===== src/rtl/regfile_wb_arbiter.sv =====
// rtl/regfile_wb_arbiter.sv - round-robin write-back arbiter and busy scoreboard for the register file write port
// Optional WB_BYPASS_EN: forward BusW to decode while the matching write is in flight.
module regfile_wb_arbiter #(
  parameter int DATA_W   = 64,
  parameter int ADDR_W   = 5,
  parameter int ZERO_REG = 31
) (
  input  logic              Clk,
  input  logic              Rst_n,
  input  logic              alu_valid,
  input  logic [ADDR_W-1:0] alu_rw,
  input  logic [DATA_W-1:0] alu_data,
  output logic              alu_ready,
  input  logic              mem_valid,
  input  logic [ADDR_W-1:0] mem_rw,
  input  logic [DATA_W-1:0] mem_data,
  output logic              mem_ready,
  input  logic              issue_valid,
  input  logic [ADDR_W-1:0] issue_rw,
  input  logic [ADDR_W-1:0] RA,
  input  logic [ADDR_W-1:0] RB,
  output logic              hazard_a,
  output logic              hazard_b,
  output logic              fwd_a,
  output logic              fwd_b,
  output logic [ADDR_W-1:0] RW,
  output logic [DATA_W-1:0] BusW,
  output logic              RegWr
);

  localparam int NumRegs = 2 ** ADDR_W;
  localparam logic [ADDR_W-1:0] ZeroAddr = ADDR_W'(ZERO_REG);

  logic               rrPtr;
  logic [NumRegs-1:0] busy;
  logic [NumRegs-1:0] busyNext;
  logic               grant;
  logic [ADDR_W-1:0]  winRw;
  logic [DATA_W-1:0]  winData;

  // rrPtr==0 prefers the ALU, rrPtr==1 prefers the load path
  assign alu_ready = alu_valid & (~mem_valid | ~rrPtr);
  assign mem_ready = mem_valid & (~alu_valid | rrPtr);
  assign grant     = alu_ready | mem_ready;
  assign winRw     = alu_ready ? alu_rw : mem_rw;
  assign winData   = alu_ready ? alu_data : mem_data;

  // Clear is applied before set so a newly issued producer keeps the bit busy
  always_comb begin
    busyNext = busy;
    if (RegWr) begin
      busyNext[RW] = 1'b0;
    end
    if (issue_valid && (issue_rw != ZeroAddr)) begin
      busyNext[issue_rw] = 1'b1;
    end
  end

  always_ff @(posedge Clk or negedge Rst_n) begin
    if (!Rst_n) begin
      rrPtr <= 1'b0;
      busy  <= '0;
      RW    <= '0;
      BusW  <= '0;
      RegWr <= 1'b0;
    end else begin
      busy  <= busyNext;
      RegWr <= grant && (winRw != ZeroAddr);
      if (grant) begin
        rrPtr <= alu_ready;
        RW    <= winRw;
        BusW  <= winData;
      end
    end
  end

`ifdef WB_BYPASS_EN
  assign fwd_a = RegWr && (RW == RA) && (RA != ZeroAddr);
  assign fwd_b = RegWr && (RW == RB) && (RB != ZeroAddr);
`else
  assign fwd_a = 1'b0;
  assign fwd_b = 1'b0;
`endif

  assign hazard_a = busy[RA] && (RA != ZeroAddr) && !fwd_a;
  assign hazard_b = busy[RB] && (RB != ZeroAddr) && !fwd_b;

endmodule


===== config.mk =====
export PLATFORM = sky130hd
export DESIGN_NAME = regfile_wb_arbiter
export DESIGN_NICKNAME = d
export VERILOG_FILES = /design/src/rtl/regfile_wb_arbiter.sv
export SDC_FILE = /design/constraint.sdc
export NUM_CORES = 1
export LEC_CHECK = 0
export BUFFER_PORTS_ARGS = -buffer_cell sky130_fd_sc_hd__buf_2
export CORE_ASPECT_RATIO = 1.25
export CORE_MARGIN = 10
export CORE_UTILIZATION = 40
export CTS_BUF_LIST = sky130_fd_sc_hd__clkbuf_4 sky130_fd_sc_hd__clkbuf_8
export CTS_CLUSTER_SIZE = 8
export DETAILED_ROUTE_END_ITERATION = 6
export PLACE_DENSITY = 0.74
export SLEW_MARGIN = 20
export SYNTH_ARGS = -nofsm -noshare
export SYNTH_HDL_FRONTEND = slang
export SYNTH_SLANG_ARGS = --single-unit

===== constraint.sdc =====
create_clock -name Clk -period 1.7 [get_ports Clk]
set_clock_uncertainty 0.2 [all_clocks]
set_input_delay 0.17 -clock Clk [delete_from_list [all_inputs] [get_ports Clk]]
set_output_delay 0.17 -clock Clk [all_outputs]
set_load 0.005 [all_outputs]

==> out/results.tsv, run 1 <==
metric	value	unit
outcome	finished, violations left	
failing checks	negative setup slack	
Pwr Density	919.6	nW/um2
row count	45	
Core Box Area	12050	um2
cell family with most CP delay	multiplexers	
sequential share of power	46.3	%
final WL	21.92	mm
met1 Use GR	25.79	%
NetSw	2.316	mW
1st-pass router iterations	5	
Pins Over Slew Limit	0	
Setup-failing EPs final	2	
critical path class	reg -> out	
io pins	234	
Wirelength per Cell	20.95	um
PnR worst setup slack	-657.6	ps
first-pass GRT wire length	33.56	mm
#FFs+latches synth	103	
sequential-to-total area share from yosys stat	52.90	%
Worst setup SP type	register	
Die ar.	17020	um2
Clock power frac	21.0	%
Root Buffer	clkbuf_8	
worst hold stages	3	
Worst slew margin	62.01	%
Final Wtd Congestion	0.8961	
pin count of the biggest net entering global routing	104	
# nets final	1029	
clock buffer count from CTS	9	
maximum vdd drop	473.9	uV
Reg-to-Reg Start	rrPtr	
leakage power	3.702	nW
synthesized area	4872	um2
met2 Resource Use GR	42.49	%
hold_sp	issue_rw[3]	
slowest stage delay, CP	470	ps
R2R Setup Slk	40	ps
total power draw	7.415	mW
CTS max path bufs	2	
CTS clk-pin slew, worst paths	90	ps
Layout area overhead	65.49	%
layout cells sized above 1	33.71	%
Comb pwr share	32.7	%
chip width	118.7	um
type of destination of the critical path	output pin	
cells after synthesis	490	
Worst EP required	1330	ps
Min-Delay Endpoint	busy[14]	
Worst Hold Class	in -> reg	
average footprint of a synthesized cell	9.943	um2
Vias/cell	5.539	
max_cap viols	0	
Syn. warnings	0	
RSZ-0062 raised after global routing	true	
vias	5794	
reg2reg path depth	5	
CP Cell Sequence	mux4_2, mux2_4, and3_4, a211o_1, buf_2	
Clock Latency Late Sink	350	ps
Critical R2R Capture	BusW[47]	
IO buf count	231	
fin crit share	138.7	%
Placed Area	6306	um2
CP bufs+invs	1	
DRT iter0 DRCs	587	
grt total ovfl	0	
clk sinks	103	
fin crit period	2358	ps
met3 GRT Util	9.066	%
Pint	5.099	mW
GRT Overall Usage	24.81	%
Synth cell types	27	
switching share of power	31.23	%
H-tree depth	3	
Post-DP HPWL	13.08	mm
Setup TNS	-1302	ps
Crit path arrival time	1990	ps
Initial Util	40.44	%
layer with the highest usage	met2	
# fillers	845	
worst hold-check slack	61.78	ps
Remaining DRCs	0	
die height	143.4	um
crit path max fanout	3	
vias in the first global route	6315	
Fin. Hold Viols	0	
CTS tree	yes	
worst slew pin tran	569.9	ps
CP max stage cell	mux4_2	
antenna violations before repair	5	
Fmax	0.4242	GHz
Antenna Violating Nets Remaining	0	
Design Area, Final	8063	um2
## through the flow
step,utilization (%),cells,setup slack (ps)
2_1_floorplan,-,491,-150.5
3_3_place_gp,52.34,872,-317.3
3_5_place_dp,52.34,872,-328.0
4_1_cts,66.50,1036,-673.1
5_1_grt,66.87,1044,-744.3
6_report,66.92,1046,-657.6
## cell families (layout without fill, tap and decap cells)
kind of cell / after synthesis / count (layout) / share of synthesized area, %
simple gates: 175 / 175 / 15.15
compound gates: 139 / 139 / 16.33
flops: 103 / 103 / 52.90
buf+inv: 40 / 424 / 3.878
mux: 32 / 32 / 11.66
other cells: 1 / 9 / 0.07697
## how the worst max path moves through the flow
stage,start,to,slack (ps),cells past startpoint
after global routing,busy[11],hazard_b,-740,5
after detailed placement,RA[0],hazard_a,-330,6
after global placement,RA[0],hazard_a,-320,6
final,busy[15],hazard_b,-660,5
after floorplan,busy[11],hazard_a,-150,4
after CTS,busy[11],hazard_a,-670,5
## Yosys cell counts (all sizes together)
cell type / number / area share [%]
a211o: 2 / 0.36
a21oi: 1 / 0.10
a41oi: 2 / 0.36
and3: 2 / 0.26
buf: 7 / 1.3
clkbuf: 28 / 2.2
conb: 1 / 0.077
dfrtp: 103 / 53
inv: 5 / 0.39
mux2: 2 / 0.46
mux2i: 14 / 2.9
mux4: 16 / 8.3
nand2: 14 / 1.1
nand3: 7 / 0.72
nand3b: 10 / 1.5
nor2: 133 / 10
nor3: 2 / 0.21
o21a: 2 / 0.31
o21ai: 68 / 7.0
o22ai: 64 / 8.2
or2: 1 / 0.13
or3: 2 / 0.26
or3b: 4 / 0.72
## cell usage in the layout (no fill, tap or decap), types with 12 or more instances in the layout
cell,instances
buf_2,230
dlygate4sd3_1,145
nor2_1,133
dfrtp_1,103
o21ai_0,67
o22ai_1,64
buf_4,23
mux2i_1,14
nand2_1,12
## area by class of cell
type,instances,area (um2),area share (%)
clock inverter,3,43.79,0.5431
multi-input combinational,348,2136,26.49
clock buffer,12,152.6,1.893
inverter,5,22.52,0.2793
sequential,103,2577,31.97
timing repair buffer,404,2908,36.06
antenna,7,17.52,0.2173
tap,164,205.2,2.545
## timing repair
| item | CTS | global route |
|---|---|---|
| hold endpoints to repair | 178 | 0 |
| pin swaps | 3 | 2 |
| hold buffers | 145 | 0 |
| resized for setup | 1 | 3 |
| cloned | 1 | 0 |
| setup buffers | 3 | 3 |
| endpoints found under the setup margin | 4 | 10 |
## tightest hold or removal path: stages
cell,delay (ps)
buf_2,160
nand3b_1,150
o21ai_0,90
## state kept, by name, summed over array words and instances, names as in the netlist
name	count
busy	32
RW	5
rrPtr	1
BusW	64
RegWr	1
## layer usage
metal	vias to the layer above	share of wire, %
li1	2526	-
met1	2715	33
met2	454	50
met3	99	11
met4	0	5.4
met5	-	0
## power groups by stage
stage	Sequential, mW	Clock (mW)	Combinational [mW]
6_report	3.44	1.56	2.42
4_1_cts	3.41	1.58	2.33
3_3_place_gp	3.38	0	1.97
5_1_grt	3.51	1.68	2.65
3_5_place_dp	3.44	0	2.03
2_1_floorplan	3.35	0	1.17
Note: power is estimated with default switching activity, not from simulation.
==> run 2: changes to the inputs <==
--- a/config.mk
+++ b/config.mk
@@ -5,6 +5,7 @@
 export SDC_FILE = /design/constraint.sdc
 export NUM_CORES = 1
 export LEC_CHECK = 0
+export ABC_AREA = 1
 export BUFFER_PORTS_ARGS = -buffer_cell sky130_fd_sc_hd__buf_2
 export CORE_ASPECT_RATIO = 1.25
 export CORE_MARGIN = 10
@@ -12,7 +13,7 @@
 export CTS_BUF_LIST = sky130_fd_sc_hd__clkbuf_4 sky130_fd_sc_hd__clkbuf_8
 export CTS_CLUSTER_SIZE = 8
 export DETAILED_ROUTE_END_ITERATION = 6
-export PLACE_DENSITY = 0.74
+export PLACE_DENSITY = 0.72
 export SLEW_MARGIN = 20
 export SYNTH_ARGS = -nofsm -noshare
 export SYNTH_HDL_FRONTEND = slang
==> run 2 against run 1 <==
The run still ends with negative setup slack left. Sequential cell count stayed put. Global-route usage up 0.36 points. Fmax grew 30%. Synthesized cell count is 49% higher. Power increased by 2.1%. Sequential share of layout area is 1.7 points lower. Hold slack got worse by 44 ps. Via count rose by 18%. Critical path depth rose by 6. Combinational power grew 9.1%. Final cell count up 22%. Final area rose by 5.8%. Highest routed layer unchanged.
==> out/results.tsv, run 2 <==
metric	value	unit	change
outcome	finished, violations left		
failing checks	negative setup slack		
reg2reg path depth	6		+1
Async SR Flop Fraction	100.0	%	unchanged
commonest non-fill, non-tap cell in the layout	buf_2		
CP Depth	11		+6
fin crit share	106.7	%	-32 points
Initial Util	40.74	%	+0.30 points
cell family with most CP delay	simple AND/OR/NAND/NOR gates		
Wirelength per Cell	19.06	um	-9.0%
#FFs+latches synth	103		unchanged
Worst setup SP type	register		
first-pass GRT wire length	36.96	mm	+10%
CP Cell Sequence	inv_2, nand2_1, nand3_1, nand2_1, nand2_1, nand2_1, inv_1, nand2_1, nand2_1, nand2_1, buf_2		
Largest regs	BusW: 64 flops, busy: 32 flops, RW: 5 flops		
maximum vdd drop	490.8	uV	+3.6%
H-tree depth	3		unchanged
# fillers	1048		+24%
fin crit period	1813	ps	-544.2 ps
Min-Delay Endpoint	busy[20]		
crit-path most repeated cell	nand2_1		
worst hold-check slack	18.22	ps	-43.55 ps
Top reg by flops	BusW		
Post-synth top cells	nand2_1, o21ai_0, dfrtp_1		
Syn. warnings	0		unchanged
DRT iter0 DRCs	604		+2.9%
largest area contributor in the netlist	dfrtp_1		
chip width	123.8	um	+4.3%
Remaining DRCs	0		unchanged
switching share of power	35.07	%	+3.8 points
Worst EP required	1330	ps	about the same
R2R Setup Slk	80	ps	+40 ps
CTS tree	yes		
sequential share of power	45.5	%	-0.8 points
Pint	4.915	mW	-3.6%
critical path class	reg -> out		
io pins	234		unchanged
Clock power frac	19.7	%	-1.3 points
Comb pwr share	34.8	%	+2.1 points
Primary FF master, synth	dfrtp_1		
Fin. Hold Viols	0		unchanged
layout cells sized above 1	26.56	%	-7.2 points
worst hold stages	3		unchanged
RSZ-0062 raised after global routing	true		
Pwr Density	887.5	nW/um2	-3.5%
Die ar.	18550	um2	+9.0%
Antenna Violating Nets Remaining	0		unchanged
vias	6825		+18%
GRT Overall Usage	25.18	%	+0.36 points
max_cap viols	0		unchanged
row count	47		+4.4%
Vias/cell	5.332		-3.7%
slowest stage delay, CP	410	ps	-60 ps
leakage power	4.217	nW	+14%
1st-pass router iterations	5		unchanged
crit path max fanout	2		-1
Clock Latency Late Sink	360	ps	about the same
grt total ovfl	0		unchanged
CP max stage cell	dfrtp_1		
Crit path arrival time	1440	ps	-550 ps
PnR worst setup slack	-113.4	ps	+544.2 ps
synthesized area	5390	um2	+11%
most frequent cells in the layout	buf_2, nand2_1, o21ai_0		
die height	149.8	um	+4.5%
Critical R2R Capture	BusW[14]		
pin count of the biggest net entering global routing	64		-38%
max reg flops	64		unchanged
synth top area cells	dfrtp_1, o21ai_0, nand2_1		
CTS max path bufs	2		unchanged
Fmax	0.5514	GHz	+30%
type of destination of the critical path	output pin		
clk sinks	103		unchanged
Post-Place Setup Slack	73.90	ps	+401.9 ps
Final Wtd Congestion	0.8985		+0.27%
IO buf count	231		unchanged
Post-synth EDFFs	0		unchanged
CP bufs+invs	3		+2
Post-DP HPWL	14.95	mm	+14%
Worst Hold Class	in -> reg		
CTS clk-pin slew, worst paths	90	ps	about the same
NetSw	2.655	mW	+15%
antenna violations before repair	3		-2
Core Box Area	13230	um2	+9.8%
cells after synthesis	729		+49%
vias in the first global route	7016		+11%
Root Buffer	clkbuf_8		
area fraction of the dominant cell type after synthesis	47.82	%	-5.1 points
Setup-failing EPs final	2		unchanged
final WL	24.40	mm	+11%
average footprint of a synthesized cell	7.394	um2	-26%
Final Core Density	64.46	%	-2.5 points
top-count cell post-synth	nand2_1		
Synth cell types	21		-22%
Layout area overhead	58.24	%	
clock buffer count from CTS	9		unchanged
Reg-to-Reg Start	rrPtr		
sequential-to-total area share from yosys stat	47.82	%	-5.1 points
Pins Over Slew Limit	0		unchanged
# nets final	1257		+22%
hold_sp	issue_rw[4]		
-- run 2: cell types whose count changed in the layout (fill, tap and decap cells not counted), sizes merged, moves of 3 or more --
| cell | before | now |
|---|---|---|
| nand3 | 7 | 68 |
| dlygate4sd3 | 145 | 139 |
| a31oi | 0 | 3 |
| o22ai | 64 | 0 |
| buf | 258 | 255 |
| nand3b | 10 | 0 |
| mux2i | 14 | 0 |
| nor2 | 133 | 70 |
| o21ai | 68 | 200 |
| inv | 4 | 68 |
| mux4 | 16 | 0 |
| or3b | 4 | 0 |
| nand2 | 14 | 175 |
-- run 2: power by group through the flow --
| stage | clock, mW | combinational [mW] | sequential, mW |
|---|---|---|---|
| 2_1_floorplan | 0 | 1.27 | 3.36 |
| 3_3_place_gp | 0 | 2.10 | 3.43 |
| 3_5_place_dp | 0 | 2.16 | 3.44 |
| 4_1_cts | 1.51 | 2.48 | 3.40 |
| 5_1_grt | 1.62 | 2.96 | 3.51 |
| 6_report | 1.49 | 2.64 | 3.45 |
-- run 2: final cells by class --
cell class	count	area, um2	area share [%]
clock buffers	10	131.4	1.540
diodes	6	15.01	0.1760
repair buffers	397	2924	34.28
flip-flops and latches	103	2577	30.22
multi-input cells	520	2347	27.52
clock inverters	5	50.05	0.5868
well taps	171	214.0	2.508
inverters	68	270.3	3.169
-- run 2: how the worst max path moves through the flow --
stage,startpoint,endpoint,slack [ps]
floorplan,rrPtr,BusW[15],390
global placement,rrPtr,RegWr,150
detailed placement,rrPtr,BusW[37],70
CTS,busy[13],hazard_b,-120
global route,busy[15],hazard_a,-250
finish,busy[14],hazard_b,-110
-- run 2: timing repair --
action	CTS	global route
hold buffers	138	1
pin swaps	10	3
buffers inserted	1	5
endpoints found under the setup margin	3	53
gates resized for setup	3	21
endpoints found under the hold margin	174	1
cloned	2	1
-- run 2: kinds of logic after synthesis --
| logic type | synth area share (%) |
|---|---|
| AND/OR/NAND/NOR | 23.61 |
| AO/OA/AOI/OAI | 19.08 |
| buffers and inverters | 9.424 |
| flip-flops | 47.82 |
| other | 0.06957 |
-- run 2: tightest hold or removal path, cell delays in order --
cell	delay, ps
buf_2	140
nand3_1	140
o21ai_0	90
-- run 2: metrics by stage --
stage | power, mW | TNS, ps | instances | cell area, um2
floorplan | 4.633 | 0 | 730 | 5394
global placement | 5.536 | 0 | 1111 | 6754
detailed placement | 5.604 | 0 | 1111 | 6754
CTS | 7.393 | -218.9 | 1267 | 8394
global route | 8.093 | -528.6 | 1277 | 8522
finish | 7.570 | -200.1 | 1280 | 8529
-- run 2: metal layers --
| layer | wire length, um | vias to the layer above | global-route usage (%) |
|---|---|---|---|
| li1 | - | 3120 | - |
| met1 | 8616 | 3153 | 28.50 |
| met2 | 11890 | 471 | 41.08 |
| met3 | 2820 | 81 | 8.368 |
| met4 | 1067 | 0 | 13.01 |
| met5 | 0 | - | 0 |
